`config.mk`:
```
export PLATFORM = sky130hd
export DESIGN_NAME = fft16_power_spectrum
export DESIGN_NICKNAME = d
export VERILOG_FILES = /design/src/rtl/fft16_power_spectrum.sv
export SDC_FILE = /design/constraint.sdc
export NUM_CORES = 2
export LEC_CHECK = 0
export ABC_AREA = 1
export BUFFER_PORTS_ARGS = -buffer_cell sky130_fd_sc_hd__buf_2
export CAP_MARGIN = 20
export CORE_UTILIZATION = 60
export DETAILED_ROUTE_END_ITERATION = 12
export PLACE_DENSITY_LB_ADDON = 0.05
export REMOVE_ABC_BUFFERS = 1
export SLEW_MARGIN = 40
export SYNTH_ARGS = -nofsm -noshare
export SYNTH_HDL_FRONTEND = slang
export SYNTH_SLANG_ARGS = --single-unit
```
`constraint.sdc`:
```
create_clock -name CLK -period 17.13 [get_ports CLK]
set_input_delay 1.713 -clock CLK [delete_from_list [all_inputs] [get_ports CLK]]
set_output_delay 1.713 -clock CLK [all_outputs]
set_load 0.01 [all_outputs]
```
`src/rtl/fft16_power_spectrum.sv`:
```
// fft16_power_spectrum
//   Captures the 16 complex bins streamed on Y after the FFT's DONE strobe,
//   computes per-bin power re^2+im^2, scales/saturates it, applies optional
//   peak-hold decay into a 16-entry spectrum register file, and tracks the
//   strongest bin inside [PEAK_LO, PEAK_HI].
//
// Handshake: DONE is a single-cycle start strobe with no back-pressure. The
//   cycle DONE is seen in IDLE carries bin 0 on Y; bins 1..15 follow on the
//   next 15 cycles unconditionally. FRAME_VALID is a one-cycle pulse, no ready.
//
// Ports:
//   CLK, RESET            clock, asynchronous active-high reset
//   DONE, Y               frame start strobe, bin stream {re[31:16], im[15:0]}
//   RD_ADDR, RD_DATA      synchronous spectrum read port (1-cycle latency)
//   FRAME_VALID           pulse one cycle after the last bin is committed
//   PEAK_BIN, PEAK_VAL    strongest in-band bin of the last committed frame
//   BUSY                  frame data held in capture or pipeline
//   OVERRUN, CLR_OVR      sticky flag for DONE during capture, and its clear
module fft16_power_spectrum #(
    parameter int OUT_W     = 16,
    parameter int PWR_SHIFT = 8,
    parameter int DECAY     = 0,
    parameter int PEAK_LO   = 1,
    parameter int PEAK_HI   = 8
) (
    input  logic             CLK,
    input  logic             RESET,
    input  logic             DONE,
    input  logic [31:0]      Y,
    input  logic [3:0]       RD_ADDR,
    output logic [OUT_W-1:0] RD_DATA,
    output logic             FRAME_VALID,
    output logic [3:0]       PEAK_BIN,
    output logic [OUT_W-1:0] PEAK_VAL,
    output logic             BUSY,
    output logic             OVERRUN,
    input  logic             CLR_OVR
);

    localparam logic [3:0]       LO4   = 4'(PEAK_LO);
    localparam logic [3:0]       HI4   = 4'(PEAK_HI);
    localparam logic [32:0]      DEC33 = 33'(DECAY);
    localparam logic [OUT_W-1:0] DEC_W = OUT_W'(DECAY);

    typedef enum logic {IDLE, CAPTURE} state_t;

    state_t      state, state_nxt;
    logic [3:0]  bin_cnt, bin_cnt_nxt;
    logic        take;

    // stage1: captured sample
    logic              s1_valid;
    logic signed [31:0] s1_re, s1_im;
    logic [3:0]        s1_bin;
    // stage2: raw power
    logic              s2_valid;
    logic [31:0]       s2_p;
    logic [3:0]        s2_bin;

    logic signed [31:0] re_sq, im_sq;
    logic [31:0]        shifted;
    logic [OUT_W-1:0]   sat_val, old_val, decayed, new_val;
    logic [OUT_W-1:0]   run_val, base_val, cand_val;
    logic [3:0]         run_bin, base_bin, cand_bin;
    logic               in_band;

    logic [OUT_W-1:0] mem [16];

    // ------------------------------------------------------------------
    // Capture FSM
    // ------------------------------------------------------------------
    always_ff @(posedge CLK or posedge RESET) begin
        if (RESET) begin
            state   <= IDLE;
            bin_cnt <= 4'd0;
        end else begin
            state   <= state_nxt;
            bin_cnt <= bin_cnt_nxt;
        end
    end

    always_comb begin
        state_nxt   = state;
        bin_cnt_nxt = bin_cnt;
        take        = 1'b0;
        case (state)
            IDLE: begin
                if (DONE) begin
                    take        = 1'b1;
                    state_nxt   = CAPTURE;
                    bin_cnt_nxt = 4'd1;
                end
            end
            CAPTURE: begin
                take        = 1'b1;
                bin_cnt_nxt = bin_cnt + 4'd1;
                if (bin_cnt == 4'd15) begin
                    state_nxt   = IDLE;
                    bin_cnt_nxt = 4'd0;
                end
            end
            default: begin
                state_nxt   = IDLE;
                bin_cnt_nxt = 4'd0;
            end
        endcase
    end

    // ------------------------------------------------------------------
    // Stage1 / stage2
    // ------------------------------------------------------------------
    always_ff @(posedge CLK or posedge RESET) begin
        if (RESET) begin
            s1_valid <= 1'b0;
            s1_re    <= '0;
            s1_im    <= '0;
            s1_bin   <= 4'd0;
            s2_valid <= 1'b0;
            s2_p     <= '0;
            s2_bin   <= 4'd0;
        end else begin
            s1_valid <= take;
            if (take) begin
                s1_re  <= 32'($signed(Y[31:16]));
                s1_im  <= 32'($signed(Y[15:0]));
                s1_bin <= bin_cnt;
            end
            s2_valid <= s1_valid;
            s2_bin   <= s1_bin;
            s2_p     <= $unsigned(re_sq) + $unsigned(im_sq);
        end
    end

    // Each square is at most 2^30, so the signed 32-bit products never wrap
    // and their unsigned sum (max 2^31) fits in 32 bits.
    assign re_sq = s1_re * s1_re;
    assign im_sq = s1_im * s1_im;

    // ------------------------------------------------------------------
    // Stage3: scale, saturate, decay, peak search (combinational part)
    // ------------------------------------------------------------------
    always_comb begin
        shifted = s2_p >> PWR_SHIFT;
        // Any bit at or above OUT_W means the value does not fit.
        sat_val = ((shifted >> OUT_W) != 32'd0) ? '1 : shifted[OUT_W-1:0];
        old_val = mem[s2_bin];
        decayed = (33'(old_val) > DEC33) ? (old_val - DEC_W) : '0;
        if (DECAY == 0)
            new_val = sat_val;
        else
            new_val = (sat_val > decayed) ? sat_val : decayed;

        // Bin 0 restarts the running max; the default winner is PEAK_LO/0.
        base_bin = (s2_bin == 4'd0) ? LO4 : run_bin;
        base_val = (s2_bin == 4'd0) ? '0  : run_val;
        in_band  = (s2_bin >= LO4) && (s2_bin <= HI4);
        // Strictly greater keeps the lowest index on ties.
        if (in_band && (new_val > base_val)) begin
            cand_bin = s2_bin;
            cand_val = new_val;
        end else begin
            cand_bin = base_bin;
            cand_val = base_val;
        end
    end

    always_ff @(posedge CLK or posedge RESET) begin
        if (RESET) begin
            for (int i = 0; i < 16; i++) mem[i] <= '0;
            run_bin     <= 4'd0;
            run_val     <= '0;
            PEAK_BIN    <= 4'd0;
            PEAK_VAL    <= '0;
            FRAME_VALID <= 1'b0;
        end else begin
            FRAME_VALID <= s2_valid && (s2_bin == 4'd15);
            if (s2_valid) begin
                mem[s2_bin] <= new_val;
                run_bin     <= cand_bin;
                run_val     <= cand_val;
                if (s2_bin == 4'd15) begin
                    PEAK_BIN <= cand_bin;
                    PEAK_VAL <= cand_val;
                end
            end
        end
    end

    // ------------------------------------------------------------------
    // Read port, overrun flag, busy
    // ------------------------------------------------------------------
    always_ff @(posedge CLK or posedge RESET) begin
        if (RESET) begin
            RD_DATA <= '0;
            OVERRUN <= 1'b0;
        end else begin
            RD_DATA <= mem[RD_ADDR];
            // A new overrun wins over a simultaneous clear.
            if ((state == CAPTURE) && DONE)
                OVERRUN <= 1'b1;
            else if (CLR_OVR)
                OVERRUN <= 1'b0;
        end
    end

    // DONE covers the t0 cycle, before the FSM has left IDLE.
    assign BUSY = !RESET && ((state == CAPTURE) || DONE || s1_valid || s2_valid);

endmodule

```
==> impl_metrics.py <==
metrics = {
    "status": {
        "status": "completed",
    },
    "place": {
        "gp_congestion": 0.891,
        "place_inst": 4668,
        "portBuffers": 78,
        "pre_cts_ws_ps": 9750,
        "dpl.hpwl_mm": 61.2,
    },
    "finish": {
        "fillerInstances": 4963,
        "seq_area_um2": 9640,
        "instances_no_fill": 4747,
        "area_growth_pct": 6.99,
        "final_layout_size_suffix_gt1_frac": 0.0682,
        "layout.nets": 4677,
        "num_antenna_cells": 0,
        "multiInputGateArea_um2": 21100,
    },
    "floorplan": {
        "rows": 87,
        "fp.dieW_um": 243,
        "io_pins": 79,
        "fp.dieH_um": 243,
        "core_region_area_um2": 56800,
        "die_area_um2": 59000,
        "initial_utilization": 0.613,
    },
    "worst_hold_path": {
        "hold_path.class": "flop to flop",
        "min_from": "s1_bin[1]$_DFFE_PP0P_",
    },
    "grt": {
        "grt_pass1_wl_mm": 139,
        "grt_pass1_vias": 26300,
        "antenna_found_initial": 0,
        "overflow": 0,
        "grt_max_degree": 81,
        "grtUsageTotal": 0.299,
    },
    "clock_tree": {
        "clkTransAtPathRegs_ps": 60,
        "post_cts_buffers": 0,
        "cts_resized": 0,
        "htreeDepth": 2,
        "tritoncts": "yes",
        "clock-sinks": 385,
        "cts_inserted_buffers": 43,
        "clk-insertion-delay-late_ps": 600,
        "cts_buffer_depth": 3,
        "cts_root_buf": "clkbuf_16",
        "hold_buffers": 0,
    },
    "sta": {
        "slew_violations": 0,
        "rsz0062_at_grt": "no",
        "fin_ws_ps": 9680,
        "setup_tns_ps": 0,
        "fmax_ghz": 0.134,
        "hold_viol": 0,
        "setup_viol": 0,
        "clock_skew_ps": 29.7,
        "relSlewSlack": 0.414,
        "worstMarginPinSlew_ps": 879,
        "fin_crit_ps": 7450,
        "layout_worst_path_cycle_share": 0.435,
    },
    "setup_path": {
        "critPathKind": "flop to flop",
        "cp_data_required_time_ps": 17610,
        "path_buf_inv": 5,
        "crit_fanout": 15,
        "crit_path_start_kind": "flop",
        "critPathCaptureType": "flop",
        "cpPeakStageDelay_ps": 740,
        "cpMaxStageDelayCell": "dfrtp_1",
        "worstPathCellList": "nand2_1 -> inv_1 -> fa_1 -> fa_1 -> inv_1 -> fa_1 -> inv_1 -> fa_1 -> fa_1 -> fa_1 -> fa_1 -> inv_1 -> fa_1 -> inv_1 -> ha_1 -> a21oi_1 -> nor2_1 -> nor2_1 -> o21ai_0 -> a21oi_1 -> nand2_1 -> nand2_1 -> nand2_1",
        "path_common_cell": "fa_1",
        "cp_data_arrival_time_ps": 7930,
        "cp-startpoint": "s1_im[0]$_DFFE_PP0P_",
        "r2r_start": "s1_im[0]$_DFFE_PP0P_",
        "cp_top_family": "adder cells",
    },
    "synthesis": {
        "ys_warn_count": 0,
        "synth_top_area_frac": 0.299,
        "avgSynthCellArea_um2": 8.76,
        "yosys_register_bits": 385,
        "synth_largest_area_cell": "fa_1",
        "synth_common_cells": "inv_1, nand2_1, fa_1",
        "synthArstFlopShare": 1.00,
        "synth_cells": 3978,
        "yosys_most_used_dff": "dfrtp_1",
        "yosysUniqueCellTypes": 42,
        "yosysSeqAreaShare": 0.277,
        "synth_edf_count": 0,
        "synth_most_common_cell": "inv_1",
        "synth_area_um2": 34800,
        "ys_top_cells_by_area": "fa_1, dfrtp_1, inv_1",
    },
    "route": {
        "drc": 0,
        "wl_mm": 83.2,
        "drtIter0Drc": 1545,
        "wl_per_cell_um": 17.5,
        "antenna_left": 0,
        "dr.pass1.iters": 5,
        "vias": 25200,
        "viasPerCell": 5.30,
    },
    "flow_run": {
        "drv_cap": 0,
    },
}
sequential cells by signal (all words and copies together) (netlist names):
| register | flops |
|---|---|
| s2_valid | 1 |
| RD_DATA | 16 |
| s1_re | 16 |
| s1_bin | 4 |
| PEAK_VAL | 16 |
| state | 1 |
| s1_im | 16 |
| OVERRUN | 1 |
| bin_cnt | 4 |
| s1_valid | 1 |
| run_val | 16 |
| PEAK_BIN | 4 |
| FRAME_VALID | 1 |
| mem | 256 |
| s2_p | 24 |
| s2_bin | 4 |
| run_bin | 4 |
cell families (layout without fill, tap and decap cells):
family,count (synthesis),after routing,share of synthesized area
compound gates,586,586,0.0923
flops,385,385,0.277
fa+ha+maj,680,680,0.357
xor+xnor,41,41,0.0103
mux,9,9,0.00259
simple gates,1225,1225,0.144
buf+inv,1052,1065,0.118
worst reg2reg max path, stage by stage, from the launching register on:
cell     delay (ps)
dfrtp_1         740
nand2_1         450
inv_1           550
fa_1            530
fa_1            510
inv_1            50
fa_1            470
inv_1            50
fa_1            480
fa_1            560
fa_1            420
fa_1            490
inv_1            50
fa_1            490
inv_1            50
ha_1            340
a21oi_1         240
nor2_1           60
nor2_1          240
o21ai_0         180
a21oi_1         210
nand2_1          80
nand2_1          60
nand2_1          40
metal layers:
| layer | global-route usage | part of all wire | wire, um | vias up |
|---|---|---|---|---|
| met5 | 0 | 0 | 0 | - |
| met4 | 0.0823 | 0.024 | 1990 | 0 |
| met3 | 0.0292 | 0.047 | 3940 | 124 |
| met2 | 0.518 | 0.50 | 41400 | 601 |
| met1 | 0.402 | 0.43 | 35800 | 12500 |
| li1 | - | - | - | 11900 |
worst paths after layout:
path / cells after the start / slack [ps] / endpoint
worst max-delay path: 23 / 9680 / s2_p[29]$_DFF_PP0_
worst min-delay path: 0 / 370 / s2_bin[1]$_DFF_PP0_
worst max register to register: 23 / 9680 / s2_p[29]$_DFF_PP0_
worst min register to register: 0 / 370 / s2_bin[1]$_DFF_PP0_
max in group asynchronous: 5 / 13500 / mem[165]$_DFFE_PP0P_
min in group asynchronous: 2 / 1240 / s1_re[14]$_DFFE_PP0P_
through the flow:
stage               hold WS [ps]  instance area (um2)  utilization
global placement             361                35700        0.629
CTS                          374                37300        0.656
finish                       374                37300        0.656
global route                 377                37300        0.656
detailed placement           362                35700        0.629
floorplan                    354                33900            -
final cells by class:
type	count	area share
clock inverters	23	0.00755
clock buffers	56	0.0331
flip-flops and latches	385	0.259
repair buffers	132	0.0218
multi-input cells	2541	0.567
well taps	756	0.0254
inverters	854	0.0864
cells in the final DEF (no fill, tap or decap), drive strengths merged, types with 56 or more instances in the layout:
master  netlist  final
nand3        91     91
a21oi       279    279
clkbuf      138     56
buf          60    132
o21ai       200    200
fa          521    521
nand2       648    648
dfrtp       385    385
nor2        463    463
inv         852    857
ha          159    159
Power is left out: the tool's default activity adds up to more than one toggle a clock period on the data nets, which glitch-free logic cannot reach.
